===== config.mk =====
export PLATFORM = sky130hd
export DESIGN_NAME = ir_key_queue_flat
export DESIGN_NICKNAME = d
export VERILOG_FILES = /design/src/rtl/ir_key_queue_pkg.sv /design/src/rtl/ir_key_queue_if.sv /design/src/rtl/ir_key_fifo.sv /design/src/rtl/ir_key_queue.sv /design/src/flat_wrapper.sv
export SDC_FILE = /design/constraint.sdc
export NUM_CORES = 1
export LEC_CHECK = 0
export CAP_MARGIN = 15
export CORE_MARGIN = 10
export CORE_UTILIZATION = 60
export DETAILED_ROUTE_END_ITERATION = 8
export GPL_ROUTABILITY_DRIVEN = 1
export HOLD_SLACK_MARGIN = 0.06
export PLACE_DENSITY_LB_ADDON = 0.2
export RECOVER_POWER = 50
export SLEW_MARGIN = 20
export SYNTH_ARGS = -nofsm -noshare
export SYNTH_HDL_FRONTEND = slang
export SYNTH_SLANG_ARGS = --single-unit

===== constraint.sdc =====
create_clock -name clock -period 5.15 [get_ports clock]
set_input_delay 0.515 -clock clock [delete_from_list [all_inputs] [get_ports clock]]
set_output_delay 0.515 -clock clock [all_outputs]
set_load 0.005 [all_outputs]

===== src/rtl/ir_key_queue_pkg.sv =====
// ir_pkg: shared widths and press-FSM encoding for the IR key queue.
package ir_pkg;
    localparam int IR_ADDR_W = 8;
    localparam int IR_CODE_W = 8;
    typedef enum logic {IR_IDLE = 1'b0, IR_HELD = 1'b1} ir_state_e;
endpackage


===== src/rtl/ir_key_queue_if.sv =====
// ir_key_queue_if: receiver inputs, key event handshake and status of the IR key queue.
interface ir_key_queue_if;
    import ir_pkg::*;
    logic [IR_ADDR_W-1:0] address;
    logic [IR_CODE_W-1:0] data;
    logic                 data_ready;
    logic                 error;
    logic [IR_CODE_W-1:0] key_code;
    logic                 key_repeat;
    logic                 key_valid;
    logic                 key_ready;
    logic                 overflow;
    logic                 clear_overflow;
    logic [7:0]           error_count;
    modport master (
        output address, data, data_ready, error, key_ready, clear_overflow,
        input  key_code, key_repeat, key_valid, overflow, error_count
    );
    modport slave (
        input  address, data, data_ready, error, key_ready, clear_overflow,
        output key_code, key_repeat, key_valid, overflow, error_count
    );
endinterface


===== src/rtl/ir_key_fifo.sv =====
// ir_key_fifo: synchronous first-word fall-through FIFO, power-of-2 depth.
module ir_key_fifo #(
    parameter int WIDTH = 9,
    parameter int DEPTH = 4
) (
    input  logic             clock,
    input  logic             reset,
    input  logic             wr_en,
    input  logic [WIDTH-1:0] wr_data,
    input  logic             rd_en,
    output logic [WIDTH-1:0] rd_data,
    output logic             empty,
    output logic             full
);
    localparam int AW = $clog2(DEPTH);
    logic [WIDTH-1:0] mem_q [DEPTH];
    logic [AW-1:0]    wptr_q, rptr_q;
    logic [AW:0]      cnt_q;
    logic             do_wr, do_rd;
    assign empty   = cnt_q == '0;
    assign full    = cnt_q == (AW+1)'(DEPTH);
    assign do_rd   = rd_en & ~empty;
    // a full FIFO still takes a write when the head leaves in the same cycle
    assign do_wr   = wr_en & (~full | do_rd);
    assign rd_data = mem_q[rptr_q];
    always_ff @(posedge clock) begin
        if (do_wr) mem_q[wptr_q] <= wr_data;
    end
    always_ff @(posedge clock) begin
        if (reset) begin
            wptr_q <= '0;
            rptr_q <= '0;
            cnt_q  <= '0;
        end else begin
            if (do_wr) wptr_q <= wptr_q + 1'b1;
            if (do_rd) rptr_q <= rptr_q + 1'b1;
            cnt_q <= cnt_q + (AW+1)'(do_wr) - (AW+1)'(do_rd);
        end
    end
endmodule


===== src/rtl/ir_key_queue.sv =====
// ir_key_queue: filters NEC frames by address, tags hold-repeats and queues key events.
module ir_key_queue
    import ir_pkg::*;
#(
    parameter int                   CLOCKS_PER_MS    = 1000,
    parameter int                   REPEAT_WINDOW_MS = 150,
    parameter int                   FIFO_DEPTH       = 4,
    parameter bit                   ADDR_FILTER_EN   = 1'b1,
    parameter logic [IR_ADDR_W-1:0] DEVICE_ADDR      = 8'h00
) (
    input logic           clock,
    input logic           reset,
    ir_key_queue_if.slave bus
);
    localparam int PRE_W = $clog2(CLOCKS_PER_MS) + 1;
    localparam int CNT_W = $clog2(REPEAT_WINDOW_MS) + 1;
    ir_state_e            state_q, state_d;
    logic [IR_CODE_W-1:0] last_code_q, last_code_d;
    logic [PRE_W-1:0]     ms_pre_q, ms_pre_d;
    logic [CNT_W-1:0]     ms_cnt_q, ms_cnt_d;
    logic                 overflow_q, overflow_d;
    logic                 err_prev_q;
    logic [7:0]           err_cnt_q, err_cnt_d;
    logic                 accept, err_edge, expired, rep, pop, drop, full, empty;
    logic [IR_CODE_W:0]   head;
    assign accept   = bus.data_ready & (!ADDR_FILTER_EN || bus.address == DEVICE_ADDR);
    assign err_edge = bus.error & ~err_prev_q;
    assign expired  = ms_cnt_q == CNT_W'(REPEAT_WINDOW_MS);
    assign rep      = state_q == IR_HELD && bus.data == last_code_q;
    assign pop      = ~empty & bus.key_ready;
    assign drop     = accept & full & ~pop;
    always_comb begin
        state_d = state_q;
        if (accept) state_d = err_edge ? IR_IDLE : IR_HELD;
        else if (state_q == IR_HELD && (expired || err_edge)) state_d = IR_IDLE;
    end
    // ms_cnt freezes once it reaches the window so expiry holds until the next accept
    always_comb begin
        last_code_d = accept ? bus.data : last_code_q;
        ms_pre_d    = accept || expired ? ms_pre_q & {PRE_W{~accept}}
                    : ms_pre_q == PRE_W'(CLOCKS_PER_MS - 1) ? '0 : ms_pre_q + 1'b1;
        ms_cnt_d    = accept ? '0
                    : !expired && ms_pre_q == PRE_W'(CLOCKS_PER_MS - 1) ? ms_cnt_q + 1'b1 : ms_cnt_q;
        overflow_d  = drop ? 1'b1 : bus.clear_overflow ? 1'b0 : overflow_q;
        err_cnt_d   = err_edge && err_cnt_q != 8'hFF ? err_cnt_q + 1'b1 : err_cnt_q;
    end
    always_ff @(posedge clock) begin
        if (reset) begin
            state_q     <= IR_IDLE;
            last_code_q <= '0;
            ms_pre_q    <= '0;
            ms_cnt_q    <= '0;
            overflow_q  <= 1'b0;
            err_prev_q  <= 1'b0;
            err_cnt_q   <= '0;
        end else begin
            state_q     <= state_d;
            last_code_q <= last_code_d;
            ms_pre_q    <= ms_pre_d;
            ms_cnt_q    <= ms_cnt_d;
            overflow_q  <= overflow_d;
            err_prev_q  <= bus.error;
            err_cnt_q   <= err_cnt_d;
        end
    end
    ir_key_fifo #(.WIDTH(IR_CODE_W + 1), .DEPTH(FIFO_DEPTH)) u_fifo (
        .clock   (clock),
        .reset   (reset),
        .wr_en   (accept),
        .wr_data ({rep, bus.data}),
        .rd_en   (pop),
        .rd_data (head),
        .empty   (empty),
        .full    (full)
    );
    assign bus.key_valid   = ~empty;
    assign bus.key_code    = empty ? '0 : head[IR_CODE_W-1:0];
    assign bus.key_repeat  = ~empty & head[IR_CODE_W];
    assign bus.overflow    = overflow_q;
    assign bus.error_count = err_cnt_q;
endmodule


===== src/flat_wrapper.sv =====
// flat-port wrapper written by rule: the top's interface ports become plain ports
module ir_key_queue_flat import ir_pkg::*;
#(
    parameter int                   CLOCKS_PER_MS    = 1000,
    parameter int                   REPEAT_WINDOW_MS = 150,
    parameter int                   FIFO_DEPTH       = 4,
    parameter bit                   ADDR_FILTER_EN   = 1'b1,
    parameter logic [IR_ADDR_W-1:0] DEVICE_ADDR      = 8'h00
)
  (clock, reset, bus_address, bus_data, bus_data_ready, bus_error, bus_key_ready, bus_clear_overflow, bus_key_code, bus_key_repeat, bus_key_valid, bus_overflow, bus_error_count);
  ir_key_queue_if bus_i ();
  input logic clock;
  input logic reset;
  input wire logic [$bits(bus_i.address)-1:0] bus_address;
  input wire logic [$bits(bus_i.data)-1:0] bus_data;
  input wire logic [$bits(bus_i.data_ready)-1:0] bus_data_ready;
  input wire logic [$bits(bus_i.error)-1:0] bus_error;
  input wire logic [$bits(bus_i.key_ready)-1:0] bus_key_ready;
  input wire logic [$bits(bus_i.clear_overflow)-1:0] bus_clear_overflow;
  output wire logic [$bits(bus_i.key_code)-1:0] bus_key_code;
  output wire logic [$bits(bus_i.key_repeat)-1:0] bus_key_repeat;
  output wire logic [$bits(bus_i.key_valid)-1:0] bus_key_valid;
  output wire logic [$bits(bus_i.overflow)-1:0] bus_overflow;
  output wire logic [$bits(bus_i.error_count)-1:0] bus_error_count;
  assign bus_i.address = bus_address;
  assign bus_i.data = bus_data;
  assign bus_i.data_ready = bus_data_ready;
  assign bus_i.error = bus_error;
  assign bus_i.key_ready = bus_key_ready;
  assign bus_i.clear_overflow = bus_clear_overflow;
  assign bus_key_code = bus_i.key_code;
  assign bus_key_repeat = bus_i.key_repeat;
  assign bus_key_valid = bus_i.key_valid;
  assign bus_overflow = bus_i.overflow;
  assign bus_error_count = bus_i.error_count;
  ir_key_queue #(.CLOCKS_PER_MS(CLOCKS_PER_MS), .REPEAT_WINDOW_MS(REPEAT_WINDOW_MS), .FIFO_DEPTH(FIFO_DEPTH), .ADDR_FILTER_EN(ADDR_FILTER_EN), .DEVICE_ADDR(DEVICE_ADDR)) u_core (.clock(clock), .reset(reset), .bus(bus_i));
endmodule

# Word-level counts from Yosys, hierarchy flattened
# Memories as Yosys holds them, arrays and structs flattened. A register that Yosys moved wholly into a read port is not among the register bits.
# Cells that the tools add are included.
# classes
addsub	7
eq_ne	5
mux	12
bitwise	15
reduce_logical	12
# op_table
op	count
two-way mux 11 bit	2
adder 11 x 1 -> 11 bit (second input constant)	1
AND 11 bit	1
== test 11 x 10 -> 1 bit (second input constant)	1
adder 9 x 1 -> 9 bit (second input constant)	1
== test 9 x 8 -> 1 bit (second input constant)	1
adder 8 x 1 -> 8 bit (second input constant)	1
AND 1 bit	8
== test 8 bit	1
zero test 8 bit	1
two-way mux 8 bit	1
!= test 8 bit (second input constant)	1
two-way mux 1 bit	7
NOT 1 bit	5
adder 2 x 1 -> 2 bit (second input constant)	2
logical AND 1 bit	4
two-way mux 2 bit	2
nonzero test 2 bit	2
adder 3 x 1 -> 3 bit	1
== test 3 bit (second input constant)	1
zero test 3 bit	1
subtractor 3 x 1 -> 3 bit	1
logical OR 1 bit	2
OR reduction 2 bit	1
other kinds (2)	2
# word_totals
reg_bits	46
ram_bits	36
input_bits	22
mem_count	1
# mem_list
name	depth	width	rd	rd_ports_with_merged_regs	wr	line	text
u_core.u_fifo.mem_q	4	9	1	1	1	ir_key_fifo.sv:16	logic [WIDTH-1:0] mem_q [DEPTH];

# Depth between registers and ports, before layout
# logic_depth
ltp_word	8
ltp_mapped	12
ltp_nobuf	12

# Cells and area by module
# A second synthesis with hierarchy kept.
# unflattened
hier_cells	320
hier_area_um2	3738.6
# by_module_without_submodules
module	n_inst	cells_per_inst	area_each_um2	seq_area_each_um2
ir_key_queue	1	226	1946.9	780.7
ir_key_fifo	1	94	1791.7	1261.2

# Worst setup path before layout
# Ideal clock, no wire load.
# synth_path
path_kind	input to register
startpoint	input bus_address[4]
endpoint	register u_core.u_fifo.cnt_q[2]
setup_time_ns	0.128
arrival_time_ns	2.553
required_time_ns	5.022
slack_ns	2.469
cell_stages	12
n_path_buf	0
cell_sequence	nor4b_1 -> nand3_1 -> nor2_1 -> inv_1 -> ha_1 -> inv_1 -> ha_1 -> inv_1 -> fa_1 -> xor2_1 -> xnor2_1 -> nor2_1
# synth_between
elab_chain_cells	5
# synth_lines
item	line	text
start: declaration	flat_wrapper.sv:14	input wire logic [$bits(bus_i.address)-1:0] bus_address;
zero test 8 bit	ir_key_queue.sv:26	assign accept = bus.data_ready & (!ADDR_FILTER_EN || bus.address == DEVICE_ADDR);
AND 1 bit	ir_key_queue.sv:26	
AND 1 bit	ir_key_fifo.sv:24	assign do_wr = wr_en & (~full | do_rd);
adder 3 x 1 -> 3 bit	ir_key_fifo.sv:37	cnt_q <= cnt_q + (AW+1)'(do_wr) - (AW+1)'(do_rd);
subtractor 3 x 1 -> 3 bit	ir_key_fifo.sv:37	
end signal: assignment	ir_key_fifo.sv:37	
end: declaration	ir_key_fifo.sv:18	logic [AW:0] cnt_q;
# Every way passes these cells.
# A chain may end at the register's enable or synchronous reset.

# Final worst setup path
# Same ends and word-level chain as after synthesis.

==> summary.md <==
| Metric | Value |
|---|---|
| Max frequency | `0.2682 GHz` |
| Clock latency on the worst-skew pair | `0.34 ns` |
| Finished Cell Area | `4283 sq um` |
| Top sig layer | `met4` |
| Pwr Total | `1.434 mW` |
| Hold_buf cts | `0` |
| Fill cell count | `406` |
| Core Area | `5921 sq um` |
| Synthesized flop and latch total | `84` |
| RSZ-0062 raised after global routing | `no` |
| WL per Instance | `15.77 microns` |
| Total grt overflow | `0` |
| Setup Skew | `0.01088 ns` |
| P&R area growth vs syn | `16.83%` |
| Peak VDD IR | `185.3 uV` |
| Yosys cell types | `43` |
| WP buf/inv | `4` |
| GR Util All Layers | `14.30%` |
| Commonest non-fill, non-tap cells in the layout | `dfxtp_1, edfxtp_1, nor2_1, clkdlybuf4s50_1, dlygate4sd3_1` |
| Routed wl met2 | `3.518 mm` |
| PD cells | `334.9 nW/um^2` |
| Metal3 WL | `232 microns` |
| # setup viols final | `0` |
| Worst hold path type | `register to register` |
| M1 WL | `2.945 mm` |
| Synth Area per Inst | `11.71 sq um` |
| Via count | `2483` |
| Leakage dissipation | `1.555 nW` |
| Worst stage delay on the critical path | `0.60 ns` |
| Sequential share of the synthesized area | `55.70%` |
| Largest net degree at the start of global routing | `32` |
| Max stage delay cell, worst path | `nand3_1` |
| DRT iter0 DRCs | `112` |
| Most frequent CP cell | `inv_1` |
| Initial Util | `61.92%` |
| WL final | `6.813 mm` |
| Num CTS Buffers | `9` |
| Placed cell areas | `4118 sq um` |
| WP data required | `5.34 ns` |
| Startpoint Class | `input port` |
| Min Tclk post-route | `3.729 ns` |
| Antenna cells | `0` |
| Syn Nets | `346` |
| Pre-Repair DR Iteration Count | `4` |
| Cell breakdown of the critical path | `dlygate4sd3_1 -> nor4b_1 -> nand3_1 -> nor2_1 -> inv_1 -> ha_1 -> inv_1 -> ha_1 -> inv_1 -> fa_1 -> xor2_1 -> xnor2_1 -> nor2_1` |
| Post-CTS Repair Setup Buffers | `0` |
| Critical path class | `input port to register` |
| Status | `complete, no violations` |
| Rel. slew slack | `12.62%` |
| Io pins | `41` |
| CTS tree | `done` |
| Mapped Cells | `313` |
| Ys Warns | `0` |
| Die width | `98.17 microns` |
| Die ar. | `9636 sq um` |
| DR vias/cell | `5.748` |
| Mapped cell area | `3666 sq um` |
| Die H | `98.17 microns` |
| Asr flop ratio synth | `0%` |
| CP arrival | `3.92 ns` |
| Root buffer cell | `clkbuf_8` |
| Maximum fanout along the worst path | `13` |
| Top FF cell, synth | `dfxtp_1` |
| # nets final | `385` |
| First-pass GRT wire length | `11.58 mm` |
| Share of layout cells above drive strength 1 | `7.283%` |
| Clk buf depth | `2` |
| CTS resizes | `0` |
| Slew Limit Fails | `0` |
| Setup crit end kind | `register` |
| CTS Sinks | `84` |
| Hold Vio Cnt, Final | `0` |
| Commonest non-fill, non-tap cell in the layout | `dfxtp_1` |
| Port buffer count | `40` |
| Drt drc | `0` |
| CP delay by family, top | `simple AND/OR/NAND/NOR gates` |
| Clock-pin slew on the worst setup and hold paths | `0.08 ns` |
| Post-route ant nets | `0` |
| Vias in the first global route | `2533` |
| Detailed Place HPWL | `4.902 mm` |
| Post-synth EDFFs | `36` |
| Initial antenna violation count | `0` |
| # H-tree levels | `3` |
| Final setup TNS | `0 ns` |
| # rows | `28` |
| Part of the cycle the worst path needs | `72.40%` |
| Gpl congestion | `0.8109` |
| Worst slew pin tran | `1.311 ns` |
| Max-Cap Viols | `0` |
kinds of logic after synthesis:
logic type	after synthesis	share of synthesized area [%]
multiplexers	20	8.532
AO/OA/AOI/OAI	43	7.713
XOR/XNOR	20	4.778
adder cells (fa/ha/maj)	11	3.959
buffers and inverters	21	2.184
AND/OR/NAND/NOR	114	17.13
flip-flops	84	55.70
where the power goes:
group,switching (mW),total (mW),internal [mW]
combinational,0.0995,0.277,0.178
sequential,0.0369,0.753,0.716
clock,0.219,0.404,0.185
total,0.355,1.43,1.08
flip-flops by register name, indices dropped and copies added (netlist names), named ones only:
| signal | count |
|---|---|
| u_core.u_fifo.cnt_q | 3 |
| u_core.bus.overflow | 1 |
| u_core.u_fifo.rptr_q | 2 |
| u_core.state_q | 1 |
| u_core.u_fifo.wptr_q | 2 |
| u_core.bus.error_count | 8 |
| u_core.ms_cnt_q | 9 |
| u_core.last_code_q | 8 |
| u_core.err_prev_q | 1 |
| u_core.ms_pre_q | 11 |
| u_core.u_fifo.mem_q | 36 |
worst min-delay path: cells and delay by family, from the launching register on:
family          cells  cell delay (ns)
flops               1             0.31
simple gates        1             0.05
compound gates      1             0.06
metrics by stage:
step | hold WS [ns] | util (%) | worst slack, ns | cells
after detailed placement | 0.4575 | 69.55 | 1.255 | 416
after global routing | 0.5045 | 72.34 | 1.099 | 432
final | 0.4662 | 72.34 | 1.421 | 432
after global placement | 0.4527 | 69.55 | 1.391 | 416
after CTS | 0.4693 | 72.40 | 1.586 | 432
after floorplan | 0.4401 | - | 2.469 | 313
routing by layer:
layer | global-route usage (%) | vias to the layer above
met4 | 6.505 | 0
met1 | 16.55 | 1203
met5 | 0 | -
met3 | 3.030 | 10
li1 | - | 1231
met2 | 24.77 | 39
synthesized netlist by cell type, types with 3 or more instances:
cell / n / area (sq um)
a21oi_1: 16 / 80.08
a311oi_1: 5 / 43.79
and2_1: 16 / 100.1
and3_1: 3 / 18.77
buf_1: 3 / 11.26
clkbuf_1: 9 / 33.78
dfxtp_1: 48 / 960.9
edfxtp_1: 36 / 1081
ha_1: 10 / 125.1
inv_1: 8 / 30.03
mux2i_1: 11 / 110.1
mux4_2: 9 / 202.7
nand2_1: 14 / 52.55
nand3_1: 12 / 60.06
nand4_1: 7 / 43.79
nor2_1: 28 / 105.1
nor2b_1: 4 / 25.02
nor3_1: 3 / 15.01
nor4_1: 3 / 18.77
nor4bb_1: 3 / 30.03
o21ai_0: 5 / 25.02
o31ai_1: 6 / 45.04
or3_1: 5 / 31.28
or4_1: 6 / 45.04
xnor2_1: 13 / 113.9
xor2_1: 7 / 61.31
worst paths after layout:
path	to	depth (start not counted)	slack [ns]	startpoint
min reg2reg	u_core.state_q	2	0.47	u_core.state_q
max	u_core.u_fifo.cnt_q[2]	13	1.42	bus_address[4]
max reg2reg	u_core.ms_cnt_q[7]	5	2.57	u_core.ms_pre_q[0]
min	u_core.state_q	2	0.47	u_core.state_q
layout make-up:
class | instances | area [sq um] | area share, %
clock buffers | 11 | 141.4 | 3.301
clock inverters | 5 | 27.53 | 0.6427
inverters | 8 | 30.03 | 0.7011
multi-input cells | 208 | 1544 | 36.05
flip-flops and latches | 84 | 2042 | 47.68
well taps | 75 | 93.84 | 2.191
repair buffers | 41 | 404.1 | 9.436
Power figures use the tool's default switching activity.
